`config.mk`:
```
export PLATFORM = sky130hd
export DESIGN_NAME = uart_tx_packetizer
export DESIGN_NICKNAME = d
export VERILOG_FILES = /design/src/rtl/uart_tx_packetizer.sv
export SDC_FILE = /design/constraint.sdc
export NUM_CORES = 1
export LEC_CHECK = 0
export ABC_AREA = 1
export CAP_MARGIN = 20
export CORE_UTILIZATION = 40
export CTS_CLUSTER_DIAMETER = 100
export DETAILED_ROUTE_END_ITERATION = 6
export PLACE_DENSITY = 0.59
export SLEW_MARGIN = 20
export SYNTH_ARGS = -nofsm -noshare
export SYNTH_HDL_FRONTEND = slang
export SYNTH_SLANG_ARGS = --single-unit
export TNS_END_PERCENT = 10
```
`constraint.sdc`:
```
create_clock -name CLK -period 6.5 [get_ports CLK]
set_input_delay 1.3 -clock CLK [delete_from_list [all_inputs] [get_ports CLK]]
set_output_delay 1.3 -clock CLK [all_outputs]
set_load 0.05 [all_outputs]
```
`src/rtl/uart_tx_packetizer.sv`:
```
// uart_tx_packetizer: buffers X/Y samples and frames them (A5,X,Y[,CHK]) onto the TX core DE/busy handshake.
// Define UART_PKT_CHECKSUM_EN to append the checksum byte (6-byte frames instead of 5).
module uart_tx_packetizer #(
  parameter int         FIFO_AW = 2,
  parameter logic [7:0] HEADER  = 8'hA5
) (
  input  logic        CLK,
  input  logic        RST,
  input  logic        iSAMPLE_VALID,
  input  logic [15:0] iX,
  input  logic [15:0] iY,
  input  logic        iDROP_CLR,
  output logic        oTX_DE,
  output logic [7:0]  oTX_DATA,
  input  logic        iTX_BUSY,
  output logic        oPKT_BUSY,
  output logic [7:0]  oDROP_CNT
);
  localparam int DEPTH = 1 << FIFO_AW;
  localparam int CW = FIFO_AW + 1;
`ifdef UART_PKT_CHECKSUM_EN
  localparam logic [2:0] LAST = 3'd5;
`else
  localparam logic [2:0] LAST = 3'd4;
`endif
  typedef enum logic [1:0] {IDLE, LOAD, ASSERT, HOLD} state_t;
  state_t state, state_n;
  logic [31:0] mem [DEPTH];
  logic [FIFO_AW-1:0] wr_ptr, rd_ptr;
  logic [CW-1:0] count;
  logic [31:0] frame, frame_n;
  logic [2:0] idx, idx_n;
  logic de_n, full, push, drop, pop;
  logic [7:0] data_n, next_byte, chk;
  assign full = count == CW'(DEPTH);
  assign push = iSAMPLE_VALID && !full;
  assign drop = iSAMPLE_VALID && full;
  assign pop = state == LOAD;
`ifdef UART_PKT_CHECKSUM_EN
  assign chk = frame[31:24] + frame[23:16] + frame[15:8] + frame[7:0];
`else
  assign chk = 8'h00;
`endif
  // byte following the current index; frame holds {X, Y}
  assign next_byte = idx == 3'd0 ? frame[31:24] :
                     idx == 3'd1 ? frame[23:16] :
                     idx == 3'd2 ? frame[15:8]  :
                     idx == 3'd3 ? frame[7:0]   : chk;
  always_ff @(posedge CLK or posedge RST)
    if (RST) begin
      state     <= IDLE;
      wr_ptr    <= '0;
      rd_ptr    <= '0;
      count     <= '0;
      frame     <= '0;
      idx       <= '0;
      oTX_DE    <= 1'b0;
      oTX_DATA  <= 8'h00;
      oPKT_BUSY <= 1'b0;
      oDROP_CNT <= 8'h00;
      for (int i = 0; i < DEPTH; i++) mem[i] <= '0;
    end else begin
      state     <= state_n;
      frame     <= frame_n;
      idx       <= idx_n;
      oTX_DE    <= de_n;
      oTX_DATA  <= data_n;
      oPKT_BUSY <= state != IDLE || count != '0;
      if (push) begin
        mem[wr_ptr] <= {iX, iY};
        wr_ptr      <= wr_ptr + 1'b1;
      end
      if (pop) rd_ptr <= rd_ptr + 1'b1;
      count     <= count + CW'(push) - CW'(pop);
      oDROP_CNT <= iDROP_CLR ? {7'd0, drop} : (drop && oDROP_CNT != 8'hFF) ? oDROP_CNT + 8'd1 : oDROP_CNT;
    end
  // DE drops on the first busy cycle; data stays put until busy releases
  always_comb begin
    state_n = state;
    de_n    = oTX_DE;
    data_n  = oTX_DATA;
    idx_n   = idx;
    frame_n = frame;
    case (state)
      IDLE: state_n = count != '0 ? LOAD : IDLE;
      LOAD: begin
        frame_n = mem[rd_ptr];
        idx_n   = 3'd0;
        de_n    = 1'b1;
        data_n  = HEADER;
        state_n = ASSERT;
      end
      ASSERT: if (iTX_BUSY) begin
        de_n    = 1'b0;
        state_n = HOLD;
      end
      HOLD: if (!iTX_BUSY) begin
        if (idx != LAST) begin
          idx_n   = idx + 3'd1;
          data_n  = next_byte;
          de_n    = 1'b1;
          state_n = ASSERT;
        end else state_n = count != '0 ? LOAD : IDLE;
      end
      default: state_n = IDLE;
    endcase
  end
endmodule

```
==> out/metrics.cfg <==
[clock_tree]
clockBufferDepth=2
root_buffer=clkbuf_16
clock_latency_ns=0.44
cts_tree=done
cts_setup_buffers=0
clkSinkCount=190
cts_resized=0
clkTransAtPathRegs_ns=0.07
cts_hold_buf=0
numCtsBuffers=17
cts_max_level=4

[critical_path]
startpoint_type=input pin
required_ns=6.80
cp_data_arrival_time_ns=3.66
cp_max_fo=51
criticalPathCategory=in2reg
critPathCaptureType=flip-flop

[sta]
drv_slew=0
max_freq_mhz=297.5
setup_slack_ns=3.138
skew_ns=0.01143
min_period_ns=3.362
setup_viol_count_final=0
tightest_slew_ns=1.005
hold_viol=0
post-route-period-util_pct=51.72
finalHoldWorstSlack_ns=0.4754
finalSetupTns_ns=0
rsz0062_at_grt=no
relSlewSlack_pct=32.57

[global_route]
grt_pass1_wl_um=35610
antenna_found_initial=0
grt_max_degree=110
grt_overflow=0
first_global_vias=6617
grt_usage_pct=20.40

[logic_synthesis]
synthTopCellsByArea=dfrtp_1 54%, nand2_1 12%, o21ai_0 7.5%, inv_1 4.1%, a21oi_1 4.1%
synth-async-reset-ratio_pct=100.0
ys_types=31
synth_top_area_share_pct=53.58
ys_seq_elements=190
yosysSeqAreaShare_pct=53.58
synth_area_leader_cell=dfrtp_1
synthFlopType=dfrtp_1
synth-edff-count=0
mappedNetlistNets=1128
synthCells=1073
yosys_warnings=0
synth_area_um2=8874
syn_avg_cell_area_um2=8.270

[job]
drv_cap=0

[power_and_ir_drop]
vdd_ir_drop_max_uv=192.7
p_leak_nw=4.737
power_mw=5.037
p_per_area_nw_per_um2=496.8

[detailed_routing]
wl_met2_um=9719
drtIter0Drc=506
drc_errors=1
met3_wirelength_um=835
dr.pass1.iters=7
routedWlPerCell_um=15.44
vias=7009
wirelength_um=21420
viasPerCell=5.053
wl_met1_um=10630
highest_layer=met4
ant_nets=0

[floorplanning]
die_h_um=150.9
dieArea_um2=22780
core_area_um2=21760
die_w_um=150.9
start_util_pct=40.79
num_rows=54
io_pins=55

[cells_and_area]
drive_gt1_share_pct=4.968
multi_input_area_um2=3428
nNetsFinal=1149
n_fill_cell=2167
antenna_cells=0
area_growth_pct=14.27
finalNonFillerCells=1387
final_cell_area_um2=10140
seq_area_um2=4756
utilization_pct=46.61

[placed_design]
io_buffer_count=54
dpl_cell_area_um2=9548
placed_cells=1355
dp_slack_ns=2.675
place.gp.congestion=0.7839
dpl.hpwl_um=13010

[status]
violations=design-rule violations
status=finished with violations

[worst_hold_path]
hp-class=reg2reg

-- area by class of cell --
type | count | share of cell area, %
timing repair buffer | 66 | 6.219
clock inverter | 12 | 1.333
inverter | 100 | 3.776
sequential | 190 | 46.90
clock buffer | 20 | 4.504
multi-input combinational | 719 | 33.81
tap | 280 | 3.455
-- state kept, by name, indices dropped and copies added (netlist names), 2 cells and up --
register   cells
state          2
wr_ptr         2
count          3
mem          128
oTX_DATA       8
frame         32
rd_ptr         2
idx            3
oDROP_CNT      8
-- per-layer routing --
layer  GRT usage (%)  vias to the layer above
met5               0                        -
met4           5.150                        0
met3           3.554                       18
met2           31.90                      134
met1           29.25                     3331
li1                -                     3526
-- path summary, 6_finish.rpt --
path                                from   endpoint  slack, ns  cells after the start
setup / recovery           iSAMPLE_VALID    mem[75]       3.14                      6
hold / removal                  mem[112]   mem[112]       0.48                      2
setup reg to reg                count[1]    mem[75]       4.00                      7
hold reg to reg                 mem[112]   mem[112]       0.48                      2
max in group asynchronous            RST  rd_ptr[0]       3.95                      3
min in group asynchronous            RST     mem[3]       1.39                      2
-- critical path: stages --
cell	delay, ns
clkdlybuf4s50_1	0.54
nand2_4	0.35
buf_4	0.42
nor2_4	0.36
buf_4	0.48
o21ai_0	0.16
-- logic make-up (layout without fill, tap and decap cells) --
| family | count (synthesis) | count (layout) | share of synthesized area, % |
|---|---|---|---|
| buffers and inverters | 164 | 198 | 7.811 |
| AO/OA/AOI/OAI | 314 | 314 | 18.40 |
| XOR/XNOR | 7 | 7 | 0.6909 |
| flip-flops | 190 | 190 | 53.58 |
| adder cells (fa/ha/maj) | 18 | 18 | 2.623 |
| AND/OR/NAND/NOR | 380 | 380 | 16.89 |
-- layout by cell type (no fill, tap or decap), types with 17 or more instances in the layout --
cell	instances
nand3_1	17
clkbuf_16	17
nor2_1	66
clkdlybuf4s50_1	54
o21ai_0	133
nand2_1	285
inv_1	97
a21oi_1	73
a31oi_1	26
o21ai_1	70
dfrtp_1	189
-- synthesized netlist by cell type (2+ instances only) --
| cell type | instances |
|---|---|
| inv_1 | 98 |
| buf_4 | 6 |
| nand3_1 | 17 |
| nor2_1 | 66 |
| a21oi_1 | 73 |
| dfrtp_1 | 190 |
| o21a_1 | 6 |
| buf_2 | 26 |
| buf_6 | 3 |
| o21ai_1 | 70 |
| nand4_1 | 3 |
| o211ai_1 | 4 |
| nor2_2 | 2 |
| buf_1 | 3 |
| o21ai_0 | 133 |
| nor2_4 | 3 |
| a31oi_1 | 26 |
| ha_1 | 17 |
| clkbuf_1 | 26 |
| xor2_1 | 6 |
| nand2_1 | 285 |
-- where the power goes --
group	internal, mW	switching, mW
Sequential	1.73	0.257
Combinational	0.638	1.36
Clock	0.589	0.465
(Power assumes the default switching activity.)
